### src/rtl/binary_dense_layer.sv
// Binarized dense output layer: accumulates XNOR-style signed dot products of
// 4-pixel activation groups against 1-bit weights for every output neuron,
// then presents the argmax class and its score over a valid/ready handshake.
module binary_dense_layer #(
    parameter int N_GROUPS = 4,
    parameter int N_OUT    = 2,
    parameter int ACC_W    = 6
) (
    input  logic                                clk,
    input  logic                                rst_n,
    input  logic                                flush,
    input  logic                                in_valid,
    output logic                                in_ready,
    input  logic [3:0][7:0]                     pooled_pixels,
    input  logic                                w_we,
    input  logic [$clog2(N_OUT*N_GROUPS)-1:0]   w_addr,
    input  logic [3:0]                          w_data,
    output logic                                out_valid,
    input  logic                                out_ready,
    output logic [$clog2(N_OUT)-1:0]            out_class,
    output logic signed [ACC_W-1:0]             out_score
);

    localparam int DEPTH = N_OUT * N_GROUPS;
    localparam int AW    = $clog2(DEPTH);
    localparam int CW    = $clog2(N_OUT);
    localparam int GW    = (N_GROUPS > 1) ? $clog2(N_GROUPS) : 1;

    typedef enum logic [1:0] {
        ST_IDLE  = 2'd0,
        ST_ACCUM = 2'd1,
        ST_HOLD  = 2'd2
    } state_t;

    state_t                          state_reg;
    state_t                          state_next;
    logic [GW-1:0]                   group_cnt_reg;
    logic [N_OUT-1:0][ACC_W-1:0]     acc_reg;
    logic [N_OUT-1:0][ACC_W-1:0]     delta;
    logic [3:0]                      wmem [DEPTH];
    logic [3:0]                      pix_sign;
    logic                            accept;
    logic                            last_group;
    logic                            result_taken;
    logic [CW-1:0]                   best_idx;
    logic signed [ACC_W-1:0]         best_val;

    assign accept       = in_valid && in_ready;
    assign last_group   = (group_cnt_reg == GW'(N_GROUPS - 1));
    assign result_taken = (state_reg == ST_HOLD) && out_ready;

    // Sign bit of each activation: 1 means -1, 0 means +1.
    genvar gi;
    generate
        for (gi = 0; gi < 4; gi++) begin : g_pix
            assign pix_sign[gi] = pooled_pixels[gi][7];
        end
    endgenerate

    // Per-neuron beat delta: each pixel/weight agreement adds +1, each
    // disagreement -1, so delta = 2*matches - 4. A weight bit of 1 (+1)
    // agrees with sign 0 (+1), hence match = weight ^ sign.
    generate
        for (gi = 0; gi < N_OUT; gi++) begin : g_neuron
            localparam logic [AW-1:0] BASE = AW'(gi * N_GROUPS);
            logic [AW-1:0] rd_addr;
            logic [3:0]    w_word;
            logic [3:0]    match;
            logic [2:0]    match_cnt;

            assign rd_addr   = BASE + AW'(group_cnt_reg);
            assign w_word    = wmem[rd_addr];
            assign match     = w_word ^ pix_sign;
            assign match_cnt = 3'(match[0]) + 3'(match[1]) + 3'(match[2]) + 3'(match[3]);
            assign delta[gi] = ACC_W'({match_cnt, 1'b0}) - ACC_W'(4);
        end
    endgenerate

    // Weight RAM: writable only while idle; contents survive reset.
    always_ff @(posedge clk) begin
        if (rst_n && w_we && (state_reg == ST_IDLE) && (int'(w_addr) < DEPTH)) begin
            wmem[w_addr] <= w_data;
        end
    end

    // State register.
    always_ff @(posedge clk) begin
        if (!rst_n) begin
            state_reg <= ST_IDLE;
        end else begin
            state_reg <= state_next;
        end
    end

    // Next-state logic; flush overrides any accept or handshake.
    always_comb begin
        state_next = state_reg;
        case (state_reg)
            ST_IDLE, ST_ACCUM: begin
                if (accept) begin
                    state_next = last_group ? ST_HOLD : ST_ACCUM;
                end
            end
            ST_HOLD: begin
                if (out_ready) begin
                    state_next = ST_IDLE;
                end
            end
            default: state_next = ST_IDLE;
        endcase
        if (flush) begin
            state_next = ST_IDLE;
        end
    end

    // Group counter wraps to zero on the last group of an image.
    always_ff @(posedge clk) begin
        if (!rst_n || flush) begin
            group_cnt_reg <= '0;
        end else if (accept) begin
            group_cnt_reg <= last_group ? '0 : group_cnt_reg + GW'(1);
        end
    end

    // Accumulators: cleared on reset, flush or when the result is consumed.
    always_ff @(posedge clk) begin
        if (!rst_n || flush || result_taken) begin
            acc_reg <= '0;
        end else if (accept) begin
            for (int n = 0; n < N_OUT; n++) begin
                acc_reg[n] <= acc_reg[n] + delta[n];
            end
        end
    end

    // Argmax with strict compare so ties resolve to the lower index.
    always_comb begin
        best_idx = '0;
        best_val = $signed(acc_reg[0]);
        for (int n = 1; n < N_OUT; n++) begin
            if ($signed(acc_reg[n]) > best_val) begin
                best_idx = CW'(n);
                best_val = $signed(acc_reg[n]);
            end
        end
    end

    // Outputs depend only on state so in_ready has no path from in_valid.
    always_comb begin
        in_ready  = (state_reg != ST_HOLD);
        out_valid = (state_reg == ST_HOLD);
        out_class = '0;
        out_score = '0;
        if (state_reg == ST_HOLD) begin
            out_class = best_idx;
            out_score = best_val;
        end
    end

endmodule

### config.mk
export PLATFORM = sky130hd
export DESIGN_NAME = binary_dense_layer
export DESIGN_NICKNAME = d
export VERILOG_FILES = /design/src/rtl/binary_dense_layer.sv
export SDC_FILE = /design/constraint.sdc
export NUM_CORES = 1
export LEC_CHECK = 0
export ABC_AREA = 1
export BUFFER_PORTS_ARGS = -buffer_cell sky130_fd_sc_hd__buf_2
export CORE_MARGIN = 1.5
export CORE_UTILIZATION = 41
export DETAILED_ROUTE_END_ITERATION = 6
export GPL_TIMING_DRIVEN = 0
export PLACE_DENSITY_LB_ADDON = 0.08
export SLEW_MARGIN = 15
export SYNTH_ARGS = -nofsm -noshare
export SYNTH_HDL_FRONTEND = slang
export SYNTH_SLANG_ARGS = --single-unit
### constraint.sdc
create_clock -name clk -period 3.6 [get_ports clk]
set_clock_uncertainty 0.2 [all_clocks]
set_input_delay 0.72 -clock clk [delete_from_list [all_inputs] [get_ports clk]]
set_output_delay 0.72 -clock clk [all_outputs]
set_load 0.005 [all_outputs]
==> metrics, run 1 <==
run status=completed; initial antenna violation count=0; Slew @ Worst Pin=0.6201 ns; worst r2r src=group_cnt_reg[0]; final period utilization=0.9300; number of flip-flops under the largest register name=32; Vias=1853; setup TNS=0 ns; Hold WC Path Type=reg2reg; Initial Utilization=0.4309; Max-cap violations=0; CP Class=reg2reg; final max-slew violation count=0; row count=28; Tmin final=3.348 ns; WL/cell=approximately 13 um; GPL Wtd Cong=0.7312; M2 GR Usage=0.3033; Top Usage Layer GRT=met2; Final Routed Wirelength=5136 um; clk sink count=48; number of nets in the layout=375; Worst Setup Slack, final=0.2520 ns; Design Power=1.331 mW; fmax=~0.3 GHz; clock root buffer=clkbuf_8; Pre-antenna DRT Iters=4; P&R area growth vs syn=14.17%; largest net degree at the start of global routing=16; dpl hpwl=3982 um; met1 Track Usage GR=0.2086; LEAKAGE=approximately 1.3 nW; layout cell share with drive strength beyond 1=0.1732; first-pass GRT wire length=8480 um; Die X=82.58 um; crit path launch type=register; register area share after synthesis=0.4935; YS warnings=0; Netlist cell types=28; DRC errors left=0; area of the multi-input gates=1164 um2; R2R Setup Slk=0.25 ns; worst skew pair latency=0.30 ns; Hold Buf Count CTS=0; I/O pins=54; Sequential Area=1281 um2; Mapped Area=2596 um2; M3 GR Usage=0.03626; WP data arrival=3.38 ns; Yosys reg bits=48; FF-to-FF End=acc_reg[11]; commonest non-fill, non-tap cell in the layout=inv_1; vias in the first global route=1797; crit path from=group_cnt_reg[0]; dpl ws=-0.06752 ns; total die area=6819 um2; PD cells=between 400 and 500 nW/um2; final hold violation count=0; Total GRT Usage=0.1712; syn nets=approximately 340; antenna-violating nets left=0; RSZ-0062 raised after global routing=no; core area=6026 um2; Num CTS Buffers=5; Post-Synthesis Cells=274; CP Max Fanout=10; Worst Setup End Kind=register; hold_ws=roughly 0.3 ns; GRT Residual Overflow=0; depth of the CTS H-tree=2; PortBufs=24; end point of the critical path=acc_reg[11]; worst relative slew slack=0.5834; VDD IR max=around 0.00021 V; most frequent cells in the layout=37 x inv_1, 35 x nand2_1, 34 x nor2_1, 32 x edfxtp_1, 24 x buf_2; CTS tree=built; Worst Path Required=3.64 ns; CTS Buffer Depth=2; Final Util=0.4919; Reg2Reg Depth=17; diodes inserted=0; Iter 0 DRT Violations=63; Fillers=between 500 and 600; Worst-path clk slew=0.09 ns; endpoints failing setup=0; DR vias/cell=4.864; Syn Area/Cell=9.475 um2; Die Ht=82.58 um
metal layers:
layer / share of wire / wire, um
met5: 0 / 0
met4: 0.013 / 65
met1: 0.45 / 2311
met2: 0.51 / 2602
met3: 0.031 / 157
worst min-delay path by stage:
| stage | cells after the start | end | slack, ns | startpoint |
|---|---|---|---|---|
| detailed placement | 2 | acc_reg[5] | 0.30 | acc_reg[5] |
| finish | 2 | acc_reg[5] | 0.30 | acc_reg[5] |
| global placement | 2 | acc_reg[5] | 0.29 | acc_reg[5] |
| global route | 2 | acc_reg[5] | 0.33 | acc_reg[5] |
| CTS | 2 | acc_reg[5] | 0.31 | acc_reg[5] |
| floorplan | 2 | acc_reg[7] | 0.26 | acc_reg[7] |
cells by family after synthesis:
logic type                 share of synthesized area
AOI/OAI and AO/OA                             0.1055
xor gates and xnor gates                     0.05060
adders and majority gates                     0.1320
buffers and inverters                        0.07180
DFF                                           0.4935
other                                       0.001444
and+or+nand+nor                               0.1451
power by group:
part | internal, mW | leakage (nW) | total [mW] | switching [mW]
Sequential | 0.602 | 0.420 | 0.616 | 0.0140
Combinational | 0.136 | 0.824 | 0.327 | 0.191
Clock | 0.206 | 0.0558 | 0.387 | 0.182
Total | 0.944 | 1.30 | 1.33 | 0.387
worst max-delay path: stages, from the launching register on:
cell,delay (ns)
dfxtp_1,0.34
buf_4,0.17
inv_4,0.07
o21ai_0,0.18
o22ai_1,0.13
xor2_1,0.17
fa_1,0.57
ha_1,0.15
inv_1,0.05
ha_1,0.31
fa_2,0.38
inv_1,0.06
nand2_1,0.05
nand2_1,0.07
a21oi_2,0.05
xor2_1,0.14
nand2_1,0.06
a21oi_1,0.12
synthesized netlist by cell type:
cell	instances	share of area
ha_1	21	0.10
edfxtp_1	32	0.37
xor2_1	13	0.044
buf_4	2	0.0058
nand4_1	2	0.0048
clkinv_1	1	0.0014
buf_2	2	0.0039
xnor2_1	2	0.0067
o21ai_0	25	0.048
buf_6	1	0.0043
a211oi_1	2	0.0058
a21oi_1	15	0.029
conb_1	1	0.0014
inv_2	1	0.0014
nand2_1	35	0.051
and2_1	1	0.0024
inv_1	38	0.055
nor2_1	35	0.051
o22ai_1	8	0.019
nor2_4	1	0.0043
nor3_1	5	0.0096
dfxtp_1	16	0.12
fa_1	4	0.031
o21ai_2	1	0.0034
nand2_2	1	0.0024
nand2_4	1	0.0043
nand3_1	7	0.013
nor2_2	1	0.0024
metrics by stage:
stage / instances / instance area (um2)
2_1_floorplan: 274 / 2596
3_3_place_gp: 373 / 2810
3_5_place_dp: 373 / 2810
4_1_cts: 381 / 2923
5_1_grt: 381 / 2964
6_report: 381 / 2964
layout make-up:
cell class	count	area share
Clock buffer	5	0.02322
Buffer	5	0.01393
Multi-Input combinational cell	181	0.3926
Inverter	40	0.05150
Sequential cell	48	0.4323
Tap cell	75	0.03166
Clock inverter	3	0.01435
Timing Repair Buffer	24	0.04052
repair_timing:
action,CTS,global route
pin swaps,0,5
setup endpoints to repair,1,4
resized for setup,1,19
setup buffers,0,0
Power figures use the tool's default switching activity.
==> inputs of run 2 (changes only) <==
--- a/config.mk
+++ b/config.mk
@@ -8,10 +8,12 @@
 export ABC_AREA = 1
 export BUFFER_PORTS_ARGS = -buffer_cell sky130_fd_sc_hd__buf_2
 export CORE_MARGIN = 1.5
-export CORE_UTILIZATION = 41
+export CORE_UTILIZATION = 40
 export DETAILED_ROUTE_END_ITERATION = 6
 export GPL_TIMING_DRIVEN = 0
+export MAX_ROUTING_LAYER = met4
 export PLACE_DENSITY_LB_ADDON = 0.08
+export SKIP_LAST_GASP = 1
 export SLEW_MARGIN = 15
 export SYNTH_ARGS = -nofsm -noshare
 export SYNTH_HDL_FRONTEND = slang
==> metrics, run 2 (synthesized netlist as in run 1, its figures left out) <==
Worst Min Path Start=acc_reg[1]; Seq pwr share=0.442 (-0.021); switching power=0.3800 mW (-1.7%); Initial Utilization=0.4112 (-0.01964); R2R Setup Slk=0.24 ns (-0.02 ns); CP Max Fanout=9 (-1); I/O pins=54 (unchanged); worst skew pair latency=0.30 ns (about the same); crit path launch type=register; Max-cap violations=0 (unchanged); clock root buffer=clkbuf_8; WP data arrival=3.34 ns (-0.04 ns); PD cells=467.5 nW/um2 (+4.1%); Worst Setup End Kind=register; endpoints failing setup=0 (unchanged); Tmin final=3.364 ns (+0.01623 ns); dpl hpwl=3947 um (-0.90%); final period utilization=0.9345 (+0.004507); Die X=83.57 um (+1.2%); vias in the first global route=1779 (-1.0%); run status=completed; setup TNS=0 ns (unchanged); most frequent cells in the layout=37 x inv_1, 35 x nor2_1, 35 x nand2_1, 32 x edfxtp_1, 24 x buf_2; GPL Wtd Cong=0.7951 (+8.7%); GRT Residual Overflow=0 (unchanged); final max-slew violation count=0 (unchanged); Int Pwr=1.012 mW (+7.1%); total die area=6983 um2 (+2.4%); first-pass GRT wire length=8569 um (+1.0%); Clock Power Share=0.322 (+0.031); Post-CTS Repair Setup Buffers=0 (unchanged); number of nets in the layout=375 (unchanged); largest net degree at the start of global routing=15 (-1); Design Power=1.392 mW (+4.6%); layout cell share with drive strength beyond 1=0.1639 (-0.009268); Final Util=0.4715 (-0.02044); Hold WC Path Type=reg2reg; row count=29 (+3.6%); VDD IR max=0.0002609 V (+22%); number of flip-flops under the largest register name=32 (unchanged); Reg2Reg Depth=17 (unchanged); antenna-violating nets left=0 (unchanged); Final Routed Wirelength=5049 um (-1.7%); FF-to-FF End=acc_reg[5]; LEAKAGE=1.306 nW (+0.45%); Comb pwr share=0.236 (-0.010); core area=6314 um2 (+4.8%); PortBufs=24 (unchanged); worst relative slew slack=0.5730 (-0.01041); P&R area growth vs syn=14.65%; commonest non-fill, non-tap cell in the layout=inv_1; Iter 0 DRT Violations=46 (-27%); DR vias/cell=4.709 (-3.2%); CTS Buffer Depth=2 (unchanged); Hold EP=acc_reg[1]; diodes inserted=0 (unchanged); Worst Path Required=3.58 ns (-0.06 ns); CP Class=reg2reg; WL/cell=13.22 um (-2.0%); hold depth=2 (unchanged); Slew @ Worst Pin=0.6356 ns (+0.01549 ns); Total GRT Usage=0.1620 (-0.009232); final hold violation count=0 (unchanged); clk sink count=48 (unchanged); Net Sw Frac=0.2730 (-0.01751); Pre-antenna DRT Iters=4 (unchanged); DP Area=2813 um2 (about the same); depth of the CTS H-tree=2 (unchanged); fin area=2977 um2 (+0.42%); Vias=1799 (-2.9%); Num CTS Buffers=5 (unchanged); RSZ-0062 raised after global routing=no; initial antenna violation count=0 (unchanged); Worst-path clk slew=0.09 ns (about the same); fmax=0.2972 GHz (-0.48%); CTS tree=built; Die Ht=83.57 um (+1.2%); DRC errors left=0 (unchanged)
run 2: area by class of cell:
type                    count  area (um2)
plain buffers               5       41.29
clock buffers               5       68.82
clock inverters             2       60.06
fillers                   621        3337
inverters                  40       152.6
multi-input cells         181        1156
flip-flops and latches     48        1281
well taps                  77       96.34
repair buffers             24       120.1
run 2: critical path, cell delays in order, from the launching register on:
cell and delay (ns):
dfxtp_1 0.33, clkbuf_4 0.18, inv_2 0.08, o21ai_0 0.14, o22ai_1 0.10, xor2_1 0.17
fa_1 0.55, ha_1 0.15, inv_1 0.06, ha_1 0.27, inv_1 0.07, fa_2 0.38
nand2_1 0.08, nand2_1 0.06, a21oi_2 0.13, nor2_1 0.04, o21ai_0 0.16, a21oi_1 0.08
run 2: worst max-delay path by stage:
stage	startpoint	endpoint	slack, ns	cells past startpoint
final	register	acc_reg[5]	0.24	17
after global routing	register	acc_reg[5]	0.008	17
after CTS	register	acc_reg[5]	0.03	17
after detailed placement	group_cnt_reg[0]	acc_reg[11]	-0.06	17
after global placement	group_cnt_reg[0]	acc_reg[11]	-0.04	17
after floorplan	group_cnt_reg[0]	acc_reg[11]	0.34	17
run 2: per-layer routing:
layer | global-route usage | vias to the layer above | routed length, um
li1 | - | 968 | -
met1 | 0.2037 | 803 | 2364
met3 | 0.03066 | 8 | 127
met5 | - | - | 0
met4 | 0.04024 | 0 | 97
met2 | 0.2713 | 20 | 2460
run 2: power by group through the flow:
stage	logic (mW)	clock network, mW	registers [mW]
after floorplan	0.248	0	0.624
after global placement	0.320	0	0.628
after detailed placement	0.330	0	0.628
after CTS	0.331	0.461	0.615
after global routing	0.389	0.482	0.618
final	0.328	0.448	0.615
run 2: per-stage QoR:
stage / setup WS (ns) / instances / hold slack [ns]
finish: 0.2358 / 382 / 0.2976
global route: 0.008247 / 382 / 0.3292
CTS: 0.03473 / 382 / 0.3013
detailed placement: -0.06413 / 375 / 0.2866
global placement: -0.03888 / 375 / 0.2812
floorplan: 0.3354 / 274 / 0.2644
run 2: what timing repair did:
action                     4_1_cts  5_1_grt
setup endpoints to repair        1        2
gates resized for setup          1       14
hold buffers                     0        0
pin swaps                        0        2
